<file path="config.mk">
export PLATFORM = sky130hd
export DESIGN_NAME = uart_capture_monitor
export DESIGN_NICKNAME = d
export VERILOG_FILES = /design/src/rtl/uart_monitor_pkg.sv /design/src/rtl/sync_fifo.sv /design/src/rtl/uart_capture_monitor.sv
export SDC_FILE = /design/constraint.sdc
export NUM_CORES = 1
export LEC_CHECK = 0
export CAP_MARGIN = 20
export CORE_ASPECT_RATIO = 0.9
export CORE_MARGIN = 2
export CORE_UTILIZATION = 40
export DETAILED_ROUTE_END_ITERATION = 12
export DONT_BUFFER_PORTS = 1
export PLACE_DENSITY = 0.61
export SLEW_MARGIN = 20
export SYNTH_ARGS = -nofsm -noshare
export SYNTH_HDL_FRONTEND = slang
export SYNTH_SLANG_ARGS = --single-unit
</file>
<file path="constraint.sdc">
create_clock -name io_clock -period 3.35 [get_ports io_clock]
set_input_delay 0.8375 -clock io_clock [delete_from_list [all_inputs] [get_ports io_clock]]
set_output_delay 0.8375 -clock io_clock [all_outputs]
set_load 0.01 [all_outputs]
</file>
<file path="src/rtl/uart_monitor_pkg.sv">
// UART capture monitor: shared types and helpers.
// Used by the deframer, its FIFO and chip-level benches.
package uart_monitor_pkg;

  typedef enum logic [1:0] {
    PAR_NONE = 2'd0,
    PAR_EVEN = 2'd1,
    PAR_ODD  = 2'd2
  } parity_e;

  typedef enum logic [2:0] {
    RX_IDLE,
    RX_START,
    RX_DATA,
    RX_PARITY,
    RX_STOP
  } rx_state_e;

  // Total line bits per character, start bit included.
  function automatic int frame_bits(
    input int data_bits,
    input int parity,
    input int stop_bits
  );
    return 1 + data_bits + ((parity != 0) ? 1 : 0) + stop_bits;
  endfunction

endpackage

</file>
<file path="src/rtl/sync_fifo.sv">
// Circular FIFO with wrap-bit pointers; head word is
// read straight from storage and masked to zero when empty.
module sync_fifo
  import uart_monitor_pkg::*;
#(
  parameter int WIDTH = 10,
  parameter int DEPTH = 16
) (
  input  logic                     clk,
  input  logic                     rst,
  input  logic                     push,
  input  logic [WIDTH-1:0]         wdata,
  input  logic                     pop,
  output logic                     full,
  output logic                     empty,
  output logic [WIDTH-1:0]         rdata,
  output logic [$clog2(DEPTH):0]   occupancy
);

  localparam int AW = $clog2(DEPTH);

  logic [AW:0]      wr_ptr;
  logic [AW:0]      rd_ptr;
  logic [WIDTH-1:0] mem [DEPTH];
  logic             do_push;
  logic             do_pop;

  assign empty = (wr_ptr == rd_ptr);
  assign full  = (wr_ptr[AW] != rd_ptr[AW]) &&
                 (wr_ptr[AW-1:0] == rd_ptr[AW-1:0]);
  assign occupancy = wr_ptr - rd_ptr;

  // A pop frees the slot first, so push into a full FIFO
  // is accepted when it coincides with a pop.
  assign do_pop  = pop && !empty;
  assign do_push = push && (!full || do_pop);

  assign rdata = empty ? '0 : mem[rd_ptr[AW-1:0]];

  // Pointer update.
  always_ff @(posedge clk) begin
    if (rst) begin
      wr_ptr <= '0;
      rd_ptr <= '0;
    end else begin
      if (do_push) wr_ptr <= wr_ptr + 1'b1;
      if (do_pop)  rd_ptr <= rd_ptr + 1'b1;
    end
  end

  // Storage write.
  always_ff @(posedge clk) begin
    if (do_push) mem[wr_ptr[AW-1:0]] <= wdata;
  end

endmodule

</file>
<file path="src/rtl/uart_capture_monitor.sv">
// UART receive monitor: synchronises a serial line,
// deframes characters and queues them with error flags.
module uart_capture_monitor
  import uart_monitor_pkg::*;
#(
  parameter int CLK_DIV   = 868,
  parameter int DATA_BITS = 8,
  parameter int PARITY    = 0,
  parameter int STOP_BITS = 1,
  parameter int DEPTH     = 16
) (
  input  logic                     io_clock,
  input  logic                     io_reset,
  input  logic                     io_rxd,
  input  logic                     io_clearFlags,
  output logic                     io_data_valid,
  input  logic                     io_data_ready,
  output logic [DATA_BITS+1:0]     io_data_payload,
  output logic                     io_overflow,
  output logic [$clog2(DEPTH):0]   io_occupancy
);

  if (CLK_DIV < 4 || CLK_DIV > 65535) begin : g_bad_div
    $fatal(1, "CLK_DIV out of range");
  end
  if (DATA_BITS < 5 || DATA_BITS > 9) begin : g_bad_bits
    $fatal(1, "DATA_BITS out of range");
  end
  if (PARITY < 0 || PARITY > 2) begin : g_bad_par
    $fatal(1, "PARITY must be 0, 1 or 2");
  end
  if (STOP_BITS < 1 || STOP_BITS > 2) begin : g_bad_stop
    $fatal(1, "STOP_BITS must be 1 or 2");
  end
  if (DEPTH < 2 || (DEPTH & (DEPTH - 1)) != 0) begin : g_bad_depth
    $fatal(1, "DEPTH must be a power of two >= 2");
  end

  localparam int CW = $clog2(CLK_DIV);
  localparam logic [CW-1:0] HALF = CW'(CLK_DIV / 2 - 1);
  localparam logic [CW-1:0] FULL = CW'(CLK_DIV - 1);
  localparam logic [3:0] LAST_DATA = 4'(DATA_BITS - 1);
  localparam logic [3:0] LAST_STOP = 4'(STOP_BITS - 1);
  localparam logic ODD = (PARITY == int'(PAR_ODD));

  logic                 s1;
  logic                 rxs;
  rx_state_e            state;
  logic [CW-1:0]        cnt;
  logic [3:0]           bit_cnt;
  logic [DATA_BITS-1:0] shreg;
  logic                 par_err;
  logic                 frm_err;
  logic                 push_q;
  logic                 tick;
  logic                 full;
  logic                 empty;
  logic                 pop;
  logic                 ov_evt;

  assign tick   = (cnt == '0);
  assign pop    = io_data_valid && io_data_ready;
  assign ov_evt = push_q && full && !pop;
  assign io_data_valid = !empty;

  // Two-flop synchroniser for the asynchronous line.
  always_ff @(posedge io_clock) begin
    if (io_reset) begin
      s1  <= 1'b1;
      rxs <= 1'b1;
    end else begin
      s1  <= io_rxd;
      rxs <= s1;
    end
  end

  // Deframer: mid-bit sampling, push one cycle after last stop.
  always_ff @(posedge io_clock) begin
    if (io_reset) begin
      state   <= RX_IDLE;
      cnt     <= '0;
      bit_cnt <= '0;
      shreg   <= '0;
      par_err <= 1'b0;
      frm_err <= 1'b0;
      push_q  <= 1'b0;
    end else begin
      push_q <= 1'b0;
      if (state != RX_IDLE && !tick) cnt <= cnt - 1'b1;
      unique case (state)
        RX_IDLE: begin
          if (!rxs) begin
            state   <= RX_START;
            bit_cnt <= '0;
            cnt     <= HALF;
            par_err <= 1'b0;
            frm_err <= 1'b0;
          end
        end
        RX_START: begin
          if (tick) begin
            cnt   <= FULL;
            state <= rxs ? RX_IDLE : RX_DATA;
          end
        end
        RX_DATA: begin
          if (tick) begin
            cnt   <= FULL;
            shreg <= {rxs, shreg[DATA_BITS-1:1]};
            if (bit_cnt == LAST_DATA) begin
              bit_cnt <= '0;
              state   <= (PARITY != 0) ? RX_PARITY : RX_STOP;
            end else begin
              bit_cnt <= bit_cnt + 1'b1;
            end
          end
        end
        RX_PARITY: begin
          if (tick) begin
            cnt     <= FULL;
            par_err <= ((^shreg) ^ rxs) != ODD;
            state   <= RX_STOP;
          end
        end
        RX_STOP: begin
          if (tick) begin
            cnt <= FULL;
            if (!rxs) frm_err <= 1'b1;
            if (bit_cnt == LAST_STOP) begin
              state  <= RX_IDLE;
              push_q <= 1'b1;
            end else begin
              bit_cnt <= bit_cnt + 1'b1;
            end
          end
        end
        default: state <= RX_IDLE;
      endcase
    end
  end

  // Sticky overflow; a new drop wins over a clear.
  always_ff @(posedge io_clock) begin
    if (io_reset)           io_overflow <= 1'b0;
    else if (ov_evt)        io_overflow <= 1'b1;
    else if (io_clearFlags) io_overflow <= 1'b0;
  end

  sync_fifo #(
    .WIDTH (DATA_BITS + 2),
    .DEPTH (DEPTH)
  ) u_fifo (
    .clk       (io_clock),
    .rst       (io_reset),
    .push      (push_q),
    .wdata     ({par_err, frm_err, shreg}),
    .pop       (pop),
    .full      (full),
    .empty     (empty),
    .rdata     (io_data_payload),
    .occupancy (io_occupancy)
  );

endmodule

</file>
# Yosys cells after proc, flatten, opt, wreduce, memory -nomap -nowiden
# Memories as Yosys holds them, arrays and structs flattened. A register that Yosys moved wholly into a read port is not among the register bits.
# Cells that the tools add are included.
# classes
addsub	5
eq_ne	17
mux	33
n_bitwise	3
n_reduce_logical	28
# ops
op	count
10-bit 2-to-1 mux	4
4-bit 2-to-1 mux	7
3-bit 2-to-1 mux	7
10-bit one-hot mux with 2 select lines	1
2-bit != test (second input constant)	9
3-bit one-hot mux with 5 select lines	1
4-bit one-hot mux with 3 select lines	1
5-bit by 1-bit adder with 5-bit output (second input constant)	2
10-bit logical NOT	1
10-bit by 1-bit subtractor with 10-bit output (second input constant)	1
1-bit 2-to-1 mux	9
8-bit parity	1
1-bit logical AND	7
7-bit AND reduction	1
3-bit by 2-bit == test with 1-bit output (second input constant)	2
2-bit nonzero test	3
3-bit nonzero test	2
5-bit == test	1
5-bit AND reduction	1
5-bit subtractor	1
4-bit by 1-bit adder with 4-bit output (second input constant)	1
4-bit by 3-bit == test with 1-bit output (second input constant)	1
4-bit == test	1
1-bit logical NOT	4
15 further kinds	17
# totals
reg_bits	41
ram_bits	160
inputBits	5
output_inout_bits	17
elab_cells	99
memories	1
# memory_table
name	words	width	rd	rd_clocked_by_memory_dff	wr	line	rtl
u_fifo.mem	16	10	1	1	1	sync_fifo.sv:24	logic [WIDTH-1:0] mem [DEPTH];

# Logic depth before layout (Yosys ltp)
# Gate-level depths: netlist of run 1.
# logic_depth
word_depth	8
mapped_depth	9
depth_no_buf	7

# By module
# Synthesis of run 1 repeated with hierarchy kept, for this count alone.
# hier_totals
cells_unflattened	531
hier_area_um2	8629.5
# modules_own_cells
module	instances	cells_each	area_per_inst_um2	seq_area_each_um2
sync_fifo	1	354	7033.0	5084.9
uart_capture_monitor	1	177	1596.5	620.6

# Least setup slack after synthesis of run 1
# OpenSTA, ideal clock, no wires.
# synth_path
kind	reg-to-output
from	reg (tool-made name)
to	out io_data_payload[2]
arrival_time_ns	1.740
setup_slack_ns	0.773
path_stages_with_launch	6
path_buffers	2
cell_sequence	dfxtp_1 buf_6 buf_6 mux4_1 mux4_2 and2_1
# synth_rtl
element	line	rtl
end, declared	uart_capture_monitor.sv:18	output logic [DATA_BITS+1:0] io_data_payload,

==> results.ini, run 1 <==
[die]
die_area_sq_mm = 0.02259
fp.dieW_um = 158.2
core.rowCount = 50
core-area_sq_mm = 0.02090
io_pins = 22
die_h_um = 142.8
start_util = 0.4097

[cts]
cts_setup_buffers = 0
htreeDepth = 1
clock_latency_ns = 0.51
clock-sinks = 205
cts_tree = yes
cts_buffers = 22
clk_pin_slew_worst_paths_ns = 0.06
cts_buffer_depth = 3
clockRootBuffer = clkbuf_16

[place]
pre_cts_ws_ns = 0.5271
dp_hpwl_mm = 10.47
numPortBuffers = 0
gp_congestion = 0.8133

[final_layout]
final_nets = 567
fill_cells = 1763
num_antenna_cells = 0
area_growth_pct = 13.20
drive_above_1_share = 0.1847

[route]
viasPerCell = 5.365
drt_pre_antenna_iters = 4
drt_iter0_drc = 316
drcViolationCount = 0
post_drt_wl_per_cell_um = 20.86
antenna_left = 0
route.vias.total = 4555
wl_mm = 17.71

[logic_synthesis]
synth.distinct_cells = 57
synth_nets = 547
syn_inst = 528
avgSynthCellArea_sq_um = 16.21
netlist_area_sq_mm = 0.008561
synth-async-reset-ratio = 0
synth_edf_count = 160
synth-seq-area-share = 0.6665
ys_ff_latch = 205
yosysWarningCount = 0
synthFlopType = edfxtp_1

[setup_path]
path_class = reg2out
reg2reg_depth = 6
reg2reg_to = u_fifo.mem[1][7]
crit_path_start_kind = register
cp.required_ns = 2.51
rr_startpoint = u_fifo.wr_ptr[2]
endpoint_kind = output pin
critPathArrivalTime_ns = 2.42
ff2ff_setup_slack_ns = 0.98
cp_max_fo = 7

[hold_path]
hold_class = in2reg
worstHoldPathCells = 1
min_from = io_reset

[global_routing]
grt_overflow = 0
antenna_found_initial = 0
grt_first_pass_wirelength_mm = 27.36
grt_pass1_vias = 4667
grt_max_degree = 41
track_usage = 0.1634

[outcome]
status = completed

[timing]
holdWs_ns = 0.4106
layout_min_cycle_time_ns = 3.257
slew_headroom = 0.4981
worstMarginPinSlew_ns = 0.7519
setup_viol = 0
maxSlewViolCount = 0
tns_ns = 0
skew_ns = 0.02726
fin_crit_sh = 0.9722
fmax_mhz = 307.0
worst_slack_ns = 0.09301
hold_viol = 0
rsz0062_at_grt = false

[run]
cap_violations = 0

[pwr]
totalPowerFinal_mw = 5.245
powerDensity_mw_per_mm2 = 541.3
leakage_nw = 3.180
vdd_ir_drop_max_mv = 0.2569

metrics by stage:
stage,std cells,instance area (sq um),utilization
6_report,849,9691,0.4638
5_1_grt,849,9691,0.4638
4_1_cts,849,9689,0.4637
3_5_place_dp,809,8949,0.4283
3_3_place_gp,809,8949,0.4283
2_1_floorplan,528,8561,-
metal layers:
metal / track usage / routed length (um)
met2: 0.2876 / 9068
met4: 0.04220 / 357
met3: 0.02944 / 740
met1: 0.2091 / 7543
met5: 0 / 0
what timing repair did:
action / CTS / global route
cloned: 1 / 0
pin swaps: 0 / 0
endpoints found under the setup margin: 3 / 10
resized for setup: 1 / 3
hold buffers: 0 / 0
cell type report:
class                      instances  area (sq um)  share of cell area
tap                              286         357.8             0.03693
sequential                       205          5710              0.5893
inverter                          15         56.30            0.005810
timing repair buffer              23         209.0             0.02156
clock inverter                     9         105.1             0.01085
clock buffer                      30         600.6             0.06198
multi-input combinational        281          2651              0.2736
critical path, stage by stage (launching register included):
cell and delay (ns):
dfxtp_4 0.45, buf_6 0.18, mux4_1 0.57, mux4_2 0.49
and2_1 0.22
kinds of logic (layout without fill, tap and decap cells):
| kind of cell | Yosys count | in the layout | share of synthesized area |
|---|---|---|---|
| flops | 205 | 205 | 0.6665 |
| simple gates | 136 | 136 | 0.08127 |
| compound gates | 55 | 55 | 0.04019 |
| mux | 52 | 52 | 0.1393 |
| buf+inv | 42 | 77 | 0.02528 |
| xor+xnor | 24 | 24 | 0.02616 |
| fa+ha+maj | 14 | 14 | 0.02134 |
synth_stat cells, types with 4 or more instances:
cell type    n  area, sq um
o21ai_0      8        40.04
nor2_1      38        142.6
clkbuf_1    14        52.55
nand2b_1     6        37.54
xnor2_1     15        131.4
buf_6        4        45.04
mux4_2      38        855.8
nand2_1     24        90.09
nand4_1      4        25.02
ha_1        13        162.7
nor3_1      13        65.06
mux4_1      12        315.3
a21oi_1     27        135.1
nand3_1     16        80.08
or3_1        4        25.02
buf_2        4        20.02
inv_1       15        56.30
edfxtp_1   160         4805
dfxtp_1     45        900.9
and2_1      11        68.82
xor2_1       8        70.07
where the power goes:
part | switching (mW) | internal, mW | total (mW)
combinational | 0.0952 | 0.0573 | 0.153
clock | 0.939 | 1.41 | 2.35
sequential | 0.0219 | 2.72 | 2.74
worst max-delay path by stage:
| stage | from | to | slack [ns] | cells after the start |
|---|---|---|---|---|
| 6_report | register | io_data_payload[4] | 0.09 | 4 |
| 5_1_grt | register | io_data_payload[4] | 0.007 | 4 |
| 4_1_cts | register | io_data_payload[3] | 0.02 | 4 |
| 3_5_place_dp | register | io_data_payload[6] | 0.53 | 4 |
| 3_3_place_gp | register | io_data_payload[6] | 0.55 | 4 |
| 2_1_floorplan | register | io_data_payload[2] | 0.77 | 5 |
placed cells by master, fill, tap and decap left out, types with 3 or more instances in the layout:
cell,netlist,final
edfxtp_1,160,160
dfxtp_1,45,43
mux4_2,38,38
nor2_1,38,38
a21oi_1,27,27
nand2_1,24,23
clkbuf_16,0,22
buf_4,2,20
nand3_1,16,16
inv_1,15,15
xnor2_1,15,15
ha_1,13,13
mux4_1,12,12
and2_1,11,11
nor3_1,13,11
o21ai_0,8,8
xor2_1,8,8
nand2b_1,6,6
clkbuf_1,14,6
nand4_1,4,4
or3_1,4,4
nor3_2,1,3
nor3b_1,3,3
nor2b_1,3,3
o31ai_1,3,3
clkinv_1,0,3
state kept, by name (all words and copies together) (netlist names), named ones only:
register	cells
io_overflow	1
u_fifo.mem	160
par_err	1
u_fifo.wr_ptr	5
state	3
bit_cnt	4
shreg	8
cnt	10
rxs	1
frm_err	1
u_fifo.rd_ptr	5
push_q	1
s1	1
(Power assumes the default switching activity.)
==> run 2: changes to the inputs <==
--- a/config.mk
+++ b/config.mk
@@ -5,7 +5,6 @@
 export SDC_FILE = /design/constraint.sdc
 export NUM_CORES = 1
 export LEC_CHECK = 0
-export CAP_MARGIN = 20
 export CORE_ASPECT_RATIO = 0.9
 export CORE_MARGIN = 2
 export CORE_UTILIZATION = 40
==> results of run 2 <==
The final DEF is identical to that of run 1; final timing and power are the same.
